===== config.mk =====
export PLATFORM = sky130hd
export DESIGN_NAME = task_ingress_serializer
export DESIGN_NICKNAME = d
export VERILOG_FILES = /design/src/rtl/task_ingress_serializer.sv
export SDC_FILE = /design/constraint.sdc
export NUM_CORES = 1
export LEC_CHECK = 0
export ABC_AREA = 0
export BUFFER_PORTS_ARGS = -buffer_cell sky130_fd_sc_hd__buf_2
export CORE_AREA = 2 2 103 145
export DETAILED_ROUTE_END_ITERATION = 8
export DIE_AREA = 0 0 105 147
export GPL_ROUTABILITY_DRIVEN = 1
export GPL_TIMING_DRIVEN = 0
export PLACE_DENSITY_LB_ADDON = 0.3
export REMOVE_ABC_BUFFERS = 1
export SETUP_SLACK_MARGIN = 0.4
export SYNTH_ARGS = -nofsm -noshare
export SYNTH_HDL_FRONTEND = slang
export SYNTH_SLANG_ARGS = --single-unit

===== constraint.sdc =====
create_clock -name i_clk -period 1.4 [get_ports i_clk]
set_input_delay 0.21 -clock i_clk [delete_from_list [all_inputs] [get_ports i_clk]]
set_output_delay 0.21 -clock i_clk [all_outputs]
set_load 0.01 [all_outputs]

===== src/rtl/task_ingress_serializer.sv =====
// task_ingress_serializer
// Per-lane ingress stage in front of the PIFO SRAM top. Each lane holds one
// client request and turns it into at most one push or pop task per cycle.
// A request carrying both a push and a pop is split so the push is issued
// first and the pop follows on a later cycle. Nothing is issued while the
// lane's task FIFO reports full.

module task_ingress_serializer #(
  parameter int PTW           = 16,
  parameter int MTW           = 0,
  parameter int LEVEL         = 4,
  parameter int TREE_NUM      = 4,
  parameter int TREE_NUM_BITS = $clog2(TREE_NUM)
) (
  input  logic                          i_clk,
  input  logic                          i_arst_n,
  input  logic [LEVEL-1:0]              i_req_valid,
  input  logic [LEVEL-1:0]              i_req_push,
  input  logic [LEVEL-1:0]              i_req_pop,
  input  logic [TREE_NUM_BITS-1:0]      i_req_tree_id [0:LEVEL-1],
  input  logic [MTW+PTW-1:0]            i_req_data    [0:LEVEL-1],
  output logic [LEVEL-1:0]              o_req_ready,
  output logic [LEVEL-1:0]              o_push,
  output logic [LEVEL-1:0]              o_pop,
  output logic [TREE_NUM_BITS-1:0]      o_tree_id     [0:LEVEL-1],
  output logic [MTW+PTW-1:0]            o_push_data   [0:LEVEL-1],
  input  logic [LEVEL-1:0]              i_task_fifo_full,
  output logic [LEVEL-1:0]              o_null_req
);

  localparam int DW = MTW + PTW;

  // EMPTY: nothing held. SINGLE: one push or one pop held.
  // PAIR: a push held with a pop queued behind it.
  typedef enum logic [1:0] {
    EMPTY  = 2'd0,
    SINGLE = 2'd1,
    PAIR   = 2'd2
  } lane_state_t;

  for (genvar l = 0; l < LEVEL; l++) begin : g_lane

    lane_state_t              state_q;
    lane_state_t              state_d;
    logic                     held_pop_q;
    logic                     held_pop_d;
    logic [TREE_NUM_BITS-1:0] tree_q;
    logic [DW-1:0]            data_q;
    logic                     issue;
    logic                     accept;
    logic                     single_push;
    logic                     single_pop;

    // A held task goes out whenever the downstream FIFO has room. A new
    // request can only be taken when the slot is empty or its single task
    // leaves this very cycle; ready is forced low while reset is asserted.
    assign issue       = (state_q != EMPTY) && !i_task_fifo_full[l];
    assign single_push = (state_q == SINGLE) && !held_pop_q;
    assign single_pop  = (state_q == SINGLE) &&  held_pop_q;

    assign o_req_ready[l] = i_arst_n &&
                            ((state_q == EMPTY) || ((state_q == SINGLE) && issue));
    assign accept         = i_req_valid[l] && o_req_ready[l];
    assign o_null_req[l]  = accept && !i_req_push[l] && !i_req_pop[l];

    // In PAIR the push always goes first, so push and pop never coincide.
    assign o_push[l]      = issue && ((state_q == PAIR) || single_push);
    assign o_pop[l]       = issue && single_pop;
    assign o_push_data[l] = o_push[l] ? data_q : '0;
    assign o_tree_id[l]   = (state_q != EMPTY) ? tree_q : '0;

    // Next-state: a new accept overrides the slot; otherwise an issued task
    // either leaves a queued pop behind (PAIR) or empties the slot.
    always_comb begin
      state_d    = state_q;
      held_pop_d = held_pop_q;
      if (accept) begin
        if (i_req_push[l] && i_req_pop[l]) begin
          state_d    = PAIR;
          held_pop_d = 1'b0;
        end else if (i_req_push[l] || i_req_pop[l]) begin
          state_d    = SINGLE;
          held_pop_d = i_req_pop[l];
        end else begin
          state_d    = EMPTY;
          held_pop_d = 1'b0;
        end
      end else if (issue) begin
        if (state_q == PAIR) begin
          state_d    = SINGLE;
          held_pop_d = 1'b1;
        end else begin
          state_d    = EMPTY;
          held_pop_d = 1'b0;
        end
      end
    end

    // Slot registers: state advances every cycle, payload only on accept so
    // the queued pop reuses the tree id of its original request.
    always_ff @(posedge i_clk or negedge i_arst_n) begin
      if (!i_arst_n) begin
        state_q    <= EMPTY;
        held_pop_q <= 1'b0;
        tree_q     <= '0;
        data_q     <= '0;
      end else begin
        state_q    <= state_d;
        held_pop_q <= held_pop_d;
        if (accept) begin
          tree_q <= i_req_tree_id[l];
          data_q <= i_req_data[l];
        end
      end
    end

  end : g_lane

endmodule


==> flow_metrics.tcl <==
set metrics [dict create \
    post-route-period-util 1.40 \
    p_per_area_mw_per_mm2 1170 \
    viasPerCell 4.60 \
    clk_path_buf_depth 2 \
    ant_nets 0 \
    slew_headroom 0.815 \
    leakage_uw 0.00330 \
    h-tree-depth 3 \
    grt_pass1_vias 3631 \
    p_total_uw 7900 \
    maxCapViolations 0 \
    status "finished, violations left" \
    grtUsageTotal 0.137 \
    reg2reg_depth 8 \
    path_cells "or3b_4, a21oi_4, buf_6, and2_1, buf_2" \
    clock_latency_ns 0.33 \
    layout_setup_ws_ns -0.561 \
    fp.coreArea_mm2 0.0142 \
    drc 0 \
    worst-slew-pin-transition_ns 0.277 \
    place_hpwl_um 6950 \
    worstSetupStartpoint "g_lane[1].state_q[1]" \
    ir_worst_vdd_v 0.000589 \
    clk_pin_slew_ns 0.06 \
    stdcell_area_mm2 0.00677 \
    grt_pass1_wl_um 17300 \
    cts_buffers 9 \
    reg2reg_from "g_lane[0].state_q[1]" \
    p_sw_uw 2040 \
    critPathTopFamily "simple AND/OR/NAND/NOR gates" \
    end_kind "output port" \
    r2r-end "g_lane[0].data_q[3]" \
    io_buffer_count 177 \
    ys_ff_latch 84 \
    crit_type "flip-flop to output port" \
    wl_um 11400 \
    power.share.sequential 0.402 \
    crit_buf_inv 2 \
    layout_min_cycle_time_ns 1.96 \
    finalMaxSlewViolations 0 \
    fmax_mhz 510 \
    fin_skew_ns 0.00860 \
    area_delta_synth_final_pct 63.6 \
    hold_path.class "primary input to async pin" \
    setup_viol 165 \
    layout-drive-gt1-share 0.692 \
    grt_antenna_before_repair 0 \
    startpoint_type "flip-flop" \
    r2r_slack_ns -0.36 \
    ys.warnings.count 0 \
    dr_total_vias 3525 \
    ioPinCount 178 \
    nFillCells 1355 \
    ys_seq_area_frac 0.508 \
    worst-endpoint-arrival_ns 1.75 \
    critPathMaxFanout 9 \
    finalNonFillerCells 766 \
    cts_tree "done" \
    p_comb_frac 0.283 \
    drt_iter0_drc 102 \
    die_x_um 105 \
    dp_cells 678 \
    grt_max_degree 52 \
    crit_slowest_cell "dfrtp_2" \
    seqCellArea_mm2 0.00211 \
    routedWlPerCell_um 14.9 \
    dpl_cell_area_mm2 0.00516 \
    drtPass1Iterations 5 \
    multi_input_area_mm2 0.00213 \
    globalplace.congestion 0.741 \
    cp.required_ns 1.19 \
    dieArea_mm2 0.0154 \
    slowest_delay_ns 0.43 \
    power_frac_clock 0.314 \
    layout.nets 671 \
    synth_cell_types 35 \
    switching_share 0.259 \
    finalHoldWorstSlack_ns -0.277 \
    diodes 0 \
    root_buffer "clkbuf_16" \
    violations "negative hold slack, negative setup slack" \
    initial_core_util 0.292 \
    syn_inst 328 \
    finalHoldViolCount 40 \
    row_count 52 \
    overflow 0 \
    avgSynthCellArea_um2 12.6 \
    die_h_um 147 \
    power.internal_uw 5860 \
    rsz0062_at_grt "true" \
    syn_area_mm2 0.00414 \
    cts.sink_count 84 \
]
[worst reg2reg max path, cell delays in order (launching register included)]
cell     delay, ns
dfrtp_2       0.41
buf_6         0.12
buf_6         0.12
and3b_2       0.27
nand2_4       0.09
buf_6         0.13
buf_6         0.11
buf_16        0.12
mux2_4        0.29
[metrics by stage]
stage | TNS (ns) | setup slack (ns) | util
after floorplan | -30.78 | -0.461 | -
after global placement | -294.42 | -2.71 | 0.362
after detailed placement | -113.66 | -1.40 | 0.364
after CTS | -47.54 | -0.567 | 0.441
after global routing | -65.57 | -0.638 | 0.478
final | -55.78 | -0.561 | 0.478
[logic make-up after synthesis]
kind of cell | after synthesis | share of synthesized area
AOI/OAI and AO/OA | 30 | 0.0632
buffers and inverters | 24 | 0.0378
muxes | 72 | 0.196
DFF | 84 | 0.508
and+or+nand+nor | 110 | 0.171
adders and majority gates | 8 | 0.0242
[worst max path at each step]
stage | cells after the start | slack (ns) | endpoint
floorplan | 2 | -0.46 | o_null_req[3]
global placement | 3 | -2.71 | g_lane[3].data_q[13]
detailed placement | 4 | -1.40 | g_lane[3].data_q[14]
CTS | 5 | -0.57 | o_push_data[20]
global route | 5 | -0.64 | o_push_data[39]
finish | 5 | -0.56 | o_push_data[39]
[flip-flops by register name, summed over array words and instances (netlist names)]
signal and count:
g_lane.state_q 8, g_lane.tree_q 8, g_lane.held_pop_q 4, g_lane.data_q 64
[placed cells by master, fill, tap and decap left out, drive strengths merged, types with 7 or more instances in the layout]
master,n
o21a,8
buf,248
and2,64
inv,7
a21oi,8
ha,8
nand2,8
clkbuf,12
dfrtp,84
nand2b,7
mux2,72
[synthesized netlist by cell type (all sizes together)]
cell / instances / area, um2
o311ai: 1 / 8.76
a32o: 4 / 40.0
nand3: 2 / 10.0
buf: 17 / 130
and3b: 5 / 43.8
a21oi: 8 / 85.1
o21a: 8 / 60.1
nor3: 5 / 25.0
nor3b: 1 / 7.51
and2: 64 / 400
inv: 7 / 26.3
nor2: 3 / 11.3
dfrtp: 84 / 2100
nand3b: 3 / 22.5
nand2: 8 / 32.5
and4b: 1 / 10.0
nor4bb: 3 / 30.0
ha: 8 / 100
o22ai: 2 / 12.5
o21ai: 1 / 5.00
nand4b: 3 / 26.3
a211oi: 1 / 7.51
a221oi: 1 / 8.76
mux2: 72 / 811
nand2b: 7 / 43.8
o211ai: 1 / 7.51
o221ai: 3 / 26.3
or3: 1 / 6.26
or3b: 4 / 40.0
[what timing repair did]
item | in CTS | in global routing
endpoints found under the setup margin | 172 | 172
resized for setup | 92 | 76
buffers inserted | 45 | 21
hold endpoints to repair | 40 | 40
pin swaps | 40 | 20
gates cloned | 4 | 3
[layout make-up]
cell class,count,area share
clock buffers,11,0.0344
inverters,7,0.00388
repair buffers,249,0.290
clock inverters,4,0.0111
well taps,189,0.0349
flip-flops and latches,84,0.312
multi-input cells,222,0.314
[power groups by stage]
stage	Clock [uW]	Sequential (uW)	Combinational, uW
2_1_floorplan	0	3150	950
3_3_place_gp	0	3200	1450
3_5_place_dp	0	3240	1490
4_1_cts	2570	3170	1970
5_1_grt	2660	3250	2420
6_report	2480	3180	2240
[metal layers]
layer  vias to the layer above  global-route usage  share of wire
met4                         0              0.0440          0.014
met1                      1745               0.157           0.39
met2                       120               0.248           0.55
li1                       1647                   -              -
met3                        13              0.0350          0.047
met5                         -                   0              0
Power figures use the tool's default switching activity.
